### src/rtl/or7_equiv_sweeper_pkg.sv
// Shared definitions for the OR7 equivalence sweeper: default sizes,
// vector count and the sequencing state encoding.
package or7_equiv_sweeper_pkg;

    localparam int NUM_IN_DEF  = 7;
    localparam int NUM_OUT_DEF = 2;
    localparam int NUM_VEC     = 2 ** NUM_IN_DEF;

    typedef enum logic [1:0] {
        IDLE    = 2'd0,
        RUN     = 2'd1,
        DONE_ST = 2'd2
    } sweep_state_t;

endpackage

### src/rtl/or7_equiv_sweeper_if.sv
// Bundle of control, stimulus and result signals between the sweeper and
// its environment (the two circuits under test plus whoever starts sweeps).
interface or7_equiv_sweeper_if
    import or7_equiv_sweeper_pkg::*;
#(
    parameter int NUM_IN  = NUM_IN_DEF,
    parameter int NUM_OUT = NUM_OUT_DEF
);

    logic                START;
    logic                ABORT;
    logic [NUM_IN-1:0]   I;
    logic [NUM_OUT-1:0]  OA;
    logic [NUM_OUT-1:0]  OB;
    logic [NUM_OUT-1:0]  MASK;
    logic                BUSY;
    logic                DONE;
    logic                EQUIV;
    logic [NUM_IN:0]     ERR_CNT;
    logic [NUM_IN-1:0]   FIRST_BAD;

    // Environment side: launches sweeps and returns the circuit outputs.
    modport master (
        output START, ABORT, OA, OB, MASK,
        input  I, BUSY, DONE, EQUIV, ERR_CNT, FIRST_BAD
    );

    // Sweeper side: produces stimulus and reports the comparison results.
    modport slave (
        input  START, ABORT, OA, OB, MASK,
        output I, BUSY, DONE, EQUIV, ERR_CNT, FIRST_BAD
    );

endinterface

### src/rtl/or7_equiv_sweeper_miter_cmp.sv
// Miter comparator: flags a mismatch when any enabled output pair differs.
module or7_miter_cmp #(
    parameter int NUM_OUT = 2
) (
    input  logic [NUM_OUT-1:0] oa_i,
    input  logic [NUM_OUT-1:0] ob_i,
    input  logic [NUM_OUT-1:0] mask_i,
    output logic               mismatch_o
);

    // Masked XOR of the two circuits, reduced to a single mismatch flag.
    always_comb begin
        mismatch_o = |((oa_i ^ ob_i) & mask_i);
    end

endmodule

### src/rtl/or7_equiv_sweeper.sv
// Exhaustive equivalence sweeper: walks every input vector through two
// circuits, counts mismatching vectors and remembers the first one.
module or7_equiv_sweeper
    import or7_equiv_sweeper_pkg::*;
#(
    parameter int NUM_IN  = NUM_IN_DEF,
    parameter int NUM_OUT = NUM_OUT_DEF
) (
    input logic                 CLK,
    input logic                 RST,
    or7_equiv_sweeper_if.slave  bus
);

    localparam int                LOCAL_VEC = 2 ** NUM_IN;
    localparam logic [NUM_IN-1:0] LAST_VEC  = NUM_IN'(LOCAL_VEC - 1);
    localparam logic [NUM_IN-1:0] I_ONE     = NUM_IN'(1);
    localparam logic [NUM_IN:0]   ERR_ONE   = (NUM_IN + 1)'(1);

    sweep_state_t         state_q;
    logic [NUM_IN-1:0]    i_q;
    logic [NUM_OUT-1:0]   mask_q;
    logic [NUM_IN:0]      errCnt_q;
    logic [NUM_IN:0]      errCnt_d;
    logic [NUM_IN-1:0]    firstBad_q;
    logic [NUM_IN-1:0]    firstBad_d;
    logic                 busy_q;
    logic                 done_q;
    logic                 equiv_q;
    logic                 mismatch;

    or7_miter_cmp #(
        .NUM_OUT (NUM_OUT)
    ) u_miter_cmp (
        .oa_i       (bus.OA),
        .ob_i       (bus.OB),
        .mask_i     (mask_q),
        .mismatch_o (mismatch)
    );

    // Result update for the vector currently on I: bump the count and, if it
    // is the first failure of this sweep, remember which vector it was.
    always_comb begin
        errCnt_d   = errCnt_q;
        firstBad_d = firstBad_q;
        if (mismatch) begin
            errCnt_d = errCnt_q + ERR_ONE;
            if (errCnt_q == '0) begin
                firstBad_d = i_q;
            end
        end
    end

    // Sweep sequencer; ABORT overrides everything, including a same-cycle START.
    always_ff @(posedge CLK or posedge RST) begin
        if (RST) begin
            state_q    <= IDLE;
            i_q        <= '0;
            mask_q     <= '0;
            errCnt_q   <= '0;
            firstBad_q <= '0;
            busy_q     <= 1'b0;
            done_q     <= 1'b0;
            equiv_q    <= 1'b0;
        end else if (bus.ABORT) begin
            state_q    <= IDLE;
            i_q        <= '0;
            errCnt_q   <= '0;
            firstBad_q <= '0;
            busy_q     <= 1'b0;
            done_q     <= 1'b0;
            equiv_q    <= 1'b0;
        end else begin
            case (state_q)
                IDLE, DONE_ST: begin
                    if (bus.START) begin
                        state_q    <= RUN;
                        i_q        <= '0;
                        mask_q     <= bus.MASK;
                        errCnt_q   <= '0;
                        firstBad_q <= '0;
                        busy_q     <= 1'b1;
                        done_q     <= 1'b0;
                        equiv_q    <= 1'b0;
                    end
                end
                RUN: begin
                    errCnt_q   <= errCnt_d;
                    firstBad_q <= firstBad_d;
                    if (i_q == LAST_VEC) begin
                        state_q <= DONE_ST;
                        busy_q  <= 1'b0;
                        done_q  <= 1'b1;
                        equiv_q <= (errCnt_d == '0);
                    end else begin
                        i_q <= i_q + I_ONE;
                    end
                end
                default: begin
                    state_q <= IDLE;
                    busy_q  <= 1'b0;
                    done_q  <= 1'b0;
                    equiv_q <= 1'b0;
                end
            endcase
        end
    end

    // All results leave straight from flops so OA/OB never reach an output.
    always_comb begin
        bus.I         = i_q;
        bus.BUSY      = busy_q;
        bus.DONE      = done_q;
        bus.EQUIV     = equiv_q;
        bus.ERR_CNT   = errCnt_q;
        bus.FIRST_BAD = firstBad_q;
    end

endmodule

### src/flat_wrapper.sv
// flat-port wrapper written by rule: the top's interface ports become plain ports
module or7_equiv_sweeper_flat import or7_equiv_sweeper_pkg::*;
#(
    parameter int NUM_IN  = NUM_IN_DEF,
    parameter int NUM_OUT = NUM_OUT_DEF
)
  (CLK, RST, bus_START, bus_ABORT, bus_OA, bus_OB, bus_MASK, bus_I, bus_BUSY, bus_DONE, bus_EQUIV, bus_ERR_CNT, bus_FIRST_BAD);
  or7_equiv_sweeper_if #(.NUM_IN(NUM_IN), .NUM_OUT(NUM_OUT)) bus_i ();
  input logic CLK;
  input logic RST;
  input wire logic [$bits(bus_i.START)-1:0] bus_START;
  input wire logic [$bits(bus_i.ABORT)-1:0] bus_ABORT;
  input wire logic [$bits(bus_i.OA)-1:0] bus_OA;
  input wire logic [$bits(bus_i.OB)-1:0] bus_OB;
  input wire logic [$bits(bus_i.MASK)-1:0] bus_MASK;
  output wire logic [$bits(bus_i.I)-1:0] bus_I;
  output wire logic [$bits(bus_i.BUSY)-1:0] bus_BUSY;
  output wire logic [$bits(bus_i.DONE)-1:0] bus_DONE;
  output wire logic [$bits(bus_i.EQUIV)-1:0] bus_EQUIV;
  output wire logic [$bits(bus_i.ERR_CNT)-1:0] bus_ERR_CNT;
  output wire logic [$bits(bus_i.FIRST_BAD)-1:0] bus_FIRST_BAD;
  assign bus_i.START = bus_START;
  assign bus_i.ABORT = bus_ABORT;
  assign bus_i.OA = bus_OA;
  assign bus_i.OB = bus_OB;
  assign bus_i.MASK = bus_MASK;
  assign bus_I = bus_i.I;
  assign bus_BUSY = bus_i.BUSY;
  assign bus_DONE = bus_i.DONE;
  assign bus_EQUIV = bus_i.EQUIV;
  assign bus_ERR_CNT = bus_i.ERR_CNT;
  assign bus_FIRST_BAD = bus_i.FIRST_BAD;
  or7_equiv_sweeper #(.NUM_IN(NUM_IN), .NUM_OUT(NUM_OUT)) u_core (.CLK(CLK), .RST(RST), .bus(bus_i));
endmodule
### config.mk
export PLATFORM = sky130hd
export DESIGN_NAME = or7_equiv_sweeper_flat
export DESIGN_NICKNAME = d
export VERILOG_FILES = /design/src/rtl/or7_equiv_sweeper_pkg.sv /design/src/rtl/or7_equiv_sweeper_if.sv /design/src/rtl/or7_equiv_sweeper_miter_cmp.sv /design/src/rtl/or7_equiv_sweeper.sv /design/src/flat_wrapper.sv
export SDC_FILE = /design/constraint.sdc
export NUM_CORES = 1
export LEC_CHECK = 0
export CAP_MARGIN = 5
export CELL_PAD_IN_SITES_DETAIL_PLACEMENT = 1
export CELL_PAD_IN_SITES_GLOBAL_PLACEMENT = 1
export CORE_UTILIZATION = 33
export DETAILED_ROUTE_END_ITERATION = 7
export GPL_TIMING_DRIVEN = 0
export PLACE_DENSITY_LB_ADDON = 0.1
export RECOVER_POWER = 50
export SYNTH_ARGS = -nofsm -noshare
export SYNTH_HDL_FRONTEND = slang
export SYNTH_SLANG_ARGS = --single-unit
### constraint.sdc
create_clock -name CLK -period 1.55 [get_ports CLK]
set_clock_uncertainty 0.1 [all_clocks]
set_input_delay 0.155 -clock CLK [delete_from_list [all_inputs] [get_ports CLK]]
set_output_delay 0.155 -clock CLK [all_outputs]
set_load 0.02 [all_outputs]
# Word-level counts from Yosys, hierarchy flattened
# Index checks and enable logic that the tools add are counted.
# Widths: inputs -> output; s select.
# totals
register_bits	29
input_bits	10
elab_cells	59
# classes
addsub	2
eq_ne	8
mux	27
n_bitwise	3
n_reduce_logical	11
# op_table
op	count
$mux 7	6
$pmux 7 s2	2
$mux 8	3
$logic_not 8->1	2
$pmux 8 s2	1
$ne 3x2->1 const B	3
$add 8x1->8 const B	1
$mux 1	8
$add 7x1->7 const B	1
$eq 7x7->1 const B	1
$mux 2	3
$ne 3x3->1 const B	2
$pmux 1 s2	3
$reduce_and 3->1	2
$pmux 2 s2	1
$reduce_and 2->1	2
$reduce_and 4->1	1
$reduce_or 2->1	2
$reduce_bool 3->1	1
$and 2x2->2	1
$eq 2x1->1 const B	1
$eq 2x2->1 const B	1
$logic_not 2->1	1
$xor 2x2->2	1
$not 1->1	1

# Logic depth before layout (Yosys ltp)
# logic_depth
word_depth	8
mapped_depth	7

# Modules after synthesis
# Synthesis repeated with hierarchy kept, for this count alone.
# unflattened
hier_cells	153
area_unflattened_um2	1485.2
# modules_own_cells
module	instances	cells_each	area_per_inst_um2	seq_area_each_um2
or7_equiv_sweeper	1	150	1458.9	700.7
or7_miter_cmp	1	3	26.3	0.0

# Least setup slack after synthesis
# OpenSTA, ideal clock, no wires.
# synth_path
kind	flip-flop to flip-flop
startpoint	reg u_core.i_q[0] (netlist: u_core.bus.I[0])
endpoint	reg u_core.equiv_q (netlist: u_core.bus.EQUIV)
t_arrival_ns	1.609
path_slack_ns	-0.292
stages_incl_launch_ff	8
n_path_buf	1
cell_sequence	dfrtp_1 ha_1 and4_4 and3_1 buf_2 nor2_1 o21ai_0 o41ai_2
# synth_between
elab_chain_cells	3
# synth_rtl
element	line_no	text
start: declaration	or7_equiv_sweeper.sv:20	logic [NUM_IN-1:0] i_q;
start signal: assignment	or7_equiv_sweeper.sv:95	i_q <= i_q + I_ONE;
$eq 7x7->1	or7_equiv_sweeper.sv:89	if (i_q == LAST_VEC) begin
$ne 3x2->1 (no source line)	--	
$reduce_and 2->1 (no source line)	--	
end signal: assignment	or7_equiv_sweeper.sv:93	equiv_q <= (errCnt_d == '0);
end: declaration	or7_equiv_sweeper.sv:28	logic equiv_q;
# Every way passes these cells.
# A chain may end at the register's enable or synchronous reset.

# Worst setup path in the final report
# layout_path
startpoint	reg u_core.i_q[1] (netlist: u_core.bus.I[1])
endpoint	reg u_core.equiv_q (netlist: u_core.bus.EQUIV)
# Same word-level chain as after synthesis.

==> run metrics <==
Sw Share=34.0%; total die area=4730 µm²; Sw Pwr=0.696 mW; Area contributors post-synth=dfrtp_1, a22o_1, o21ai_0; Worst Path Required=1.64 ns; worst-case reg-to-reg path depth=5; Routed Antenna Nets=0; Synth Area in Adders=2.55%; # IOs=35; DP Cell Count=237; H-Tree Depth=1; Power Dens Cells=882 nW/µm²; Met1 Wirelength=2120 µm; Cell Area, Placed=1940 µm²; synthesized area per cell=9.63 µm²; yosys synthesis warning count=0; top_reg_cell synth=dfrtp_1; fin nets=231; hold crit path type=in -> async; Setup crit start kind=register; fmax=595 MHz; WL final=4650 µm; Slew @ Worst Pin=0.647 ns; DR DRC count=0; Critical R2R Capture=u_core.bus.EQUIV$_DFFE_PP0P_; FF+latch area=712 µm²; width of the die=68.8 µm; met3 WL=127 µm; part of the power in combinational logic=34.6%; Num CTS Buffers=3; Worst VDD drop=429 µV; fin area=2320 µm²; Slew Viols, Final=0; xor/xnor cell area share of the yosys netlist=2.97%; # fillers=467; post-synth net total=166; unrepaired setup endpoints after global routing=true; r2r setup slk=-0.13 ns; Final Cycle Share=108%; P_int=1.35 mW; synthesized area=1470 µm²; leading area contributor after synthesis=dfrtp_1; Clock Latency Late Sink=0.28 ns; Clock Power Share=23.5%; CTS clk-pin slew, worst paths=0.10 ns; area of the multi-input gates=888 µm²; most common cell in the netlist=dfrtp_1; Area Growth Syn to Fin=57.6%; post-synth top area share=47.6%; post-synthesis cell count=153; main combinational cell family by area after synthesis=compound AO/OA/AOI/OAI gates; total grt overflow=0; max-cap viol count=0; register area share after synthesis=47.6%; routed wl met2=2340 µm; Core ar.=4140 µm²; CTS tree=built; fin crit period=1.68 ns; Inserted Diodes=0; Via Count=1446; Tot GR Track Use=21.0%; Synth Register Bits=28; CP Max Fanout=6; Slew Limit Headroom=56.7%; P_leak=1.17 nW; worst reg2reg startpoint=u_core.bus.I[1]$_DFFE_PP0P_; Distinct cells, synth=36; Post-synth top cells=dfrtp_1, nor2_1, o21ai_0, nand2_1, a21oi_1; drt initial violations=51; Crit. End Element=register; status=finished, violations left; Reg power frac=41.9%; mux contribution to synthesized area=2.21%; Vias/cell=5.42; Clock Tree Buf Depth=2; Worst path slowest cell=dfrtp_2; layout cells sized above 1=37.3%; vias in the first global route=1495; WL per Instance=17.4 µm; Placement Setup Slack=-0.749 ns; dpl hpwl=2890 µm; Finished Layout Cells=267; Max stage delay on crit path=0.41 ns; crit path kind=reg -> reg; 1st-pass router iterations=4; Starting Density=35.5%; EDFF count, synth=0; port bufs=34; Die Height=68.8 µm; final-report hold violation count=0; top routing layer used=met4; first-pass GRT wire length=7330 µm; initial antenna violation count=0; GP Congestion=0.884; Worst Path Arrival=1.77 ns; worst setup margin=-0.131 ns; simple-gate share of the synthesized area=18.4%; CP cell instances=ha_4, and4_4, and3_4, o211ai_1, o41ai_2; final setup violation count=13; FFs w/ async S/R, synth=100%; Clock Sinks=28; failing checks=setup timing; Rows=23; Root Driver=clkbuf_8; largest net degree at the start of global routing=29; post-synthesis compound-gate area fraction=23.0%
-- registers in the layout, summed over array words and instances (netlist names) --
register and cells:
u_core.bus.ERR_CNT 8, u_core.bus.FIRST_BAD 7, u_core.bus.I 7, u_core.mask_q 2, u_core.state_q 2, u_core.bus.BUSY 1
u_core.bus.EQUIV 1
-- worst max-delay path by stage --
stage | depth (start not counted) | slack (ns) | startpoint | end
finish | 5 | -0.13 | u_core.bus.I[1]$_DFFE_PP0P_ | u_core.bus.EQUIV$_DFFE_PP0P_
global route | 5 | -0.22 | u_core.bus.I[1]$_DFFE_PP0P_ | u_core.bus.EQUIV$_DFFE_PP0P_
CTS | 5 | -0.14 | u_core.bus.I[1]$_DFFE_PP0P_ | u_core.bus.EQUIV$_DFFE_PP0P_
detailed placement | 5 | -0.75 | bus_START | u_core.bus.ERR_CNT[5]$_DFFE_PP0P_
global placement | 5 | -0.69 | bus_START | u_core.bus.I[1]$_DFFE_PP0P_
floorplan | 6 | -0.07 | u_core.bus.I[0]$_DFFE_PP0P_ | u_core.bus.EQUIV$_DFFE_PP0P_
-- placed cells by master, fill, tap and decap left out, types with 4 or more instances in the layout --
cell and instances:
a22o_1 9, dlymetal6s2s_1 9, o21ai_1 7, a21oi_1 10, clkbuf_8 4, nand2_1 11, nor2_1 12, o21ai_0 8
dfrtp_2 9, dfrtp_1 19, dlygate4sd2_1 16, clkdlybuf4s50_1 7, nand3_1 4, buf_4 28
-- worst max-delay path: cells and delay by family (launching register included) --
kind            cells  cell delay (ns)
fa+ha+maj           1             0.14
simple gates        2             0.50
compound gates      2             0.42
flops               1             0.41
-- cell type report --
type | instances | area share [%]
buffer | 5 | 1.78
multi-input combinational | 115 | 38.3
clock buffer | 4 | 2.37
tap | 50 | 2.70
timing repair buffer | 61 | 23.4
sequential | 28 | 30.7
inverter | 4 | 0.809
-- layer usage --
metal  up-vias  global-route usage, %
met3         7                   2.63
li1        688                      -
met2        26                   35.8
met1       725                   28.1
met5         -                      0
met4         0                   5.36
-- repair_timing --
| action | 4_1_cts | 5_1_grt |
|---|---|---|
| pin swaps | 20 | 11 |
| hold buffers | 0 | 0 |
| endpoints found under the hold margin | 0 | 0 |
| setup buffers | 19 | 8 |
| resized for setup | 38 | 28 |
| setup endpoints to repair | 39 | 40 |
-- cell families after synthesis --
logic type / count (synthesis)
AND/OR/NAND/NOR: 53
AO/OA/AOI/OAI: 51
flip-flops: 28
buffers and inverters: 10
XOR/XNOR: 5
multiplexers: 3
adder cells (fa/ha/maj): 3
-- power groups by stage --
stage | sequential, mW | clock (mW) | combinational, mW
global placement | 0.885 | 0 | 0.459
finish | 0.857 | 0.482 | 0.709
global route | 0.865 | 0.527 | 0.768
CTS | 0.850 | 0.494 | 0.630
floorplan | 0.920 | 0 | 0.248
detailed placement | 0.893 | 0 | 0.478
-- through the flow --
step	total power [mW]	TNS [ns]	hold WS (ns)	util (%)
finish	2.05	-1.12	0.316	56.0
global route	2.16	-2.32	0.328	56.0
CTS	1.97	-1.46	0.284	52.9
detailed placement	1.37	-15.53	0.392	46.9
global placement	1.34	-13.37	0.387	46.9
floorplan	1.17	-0.283	0.120	-
Note: power is estimated with default switching activity, not from simulation.
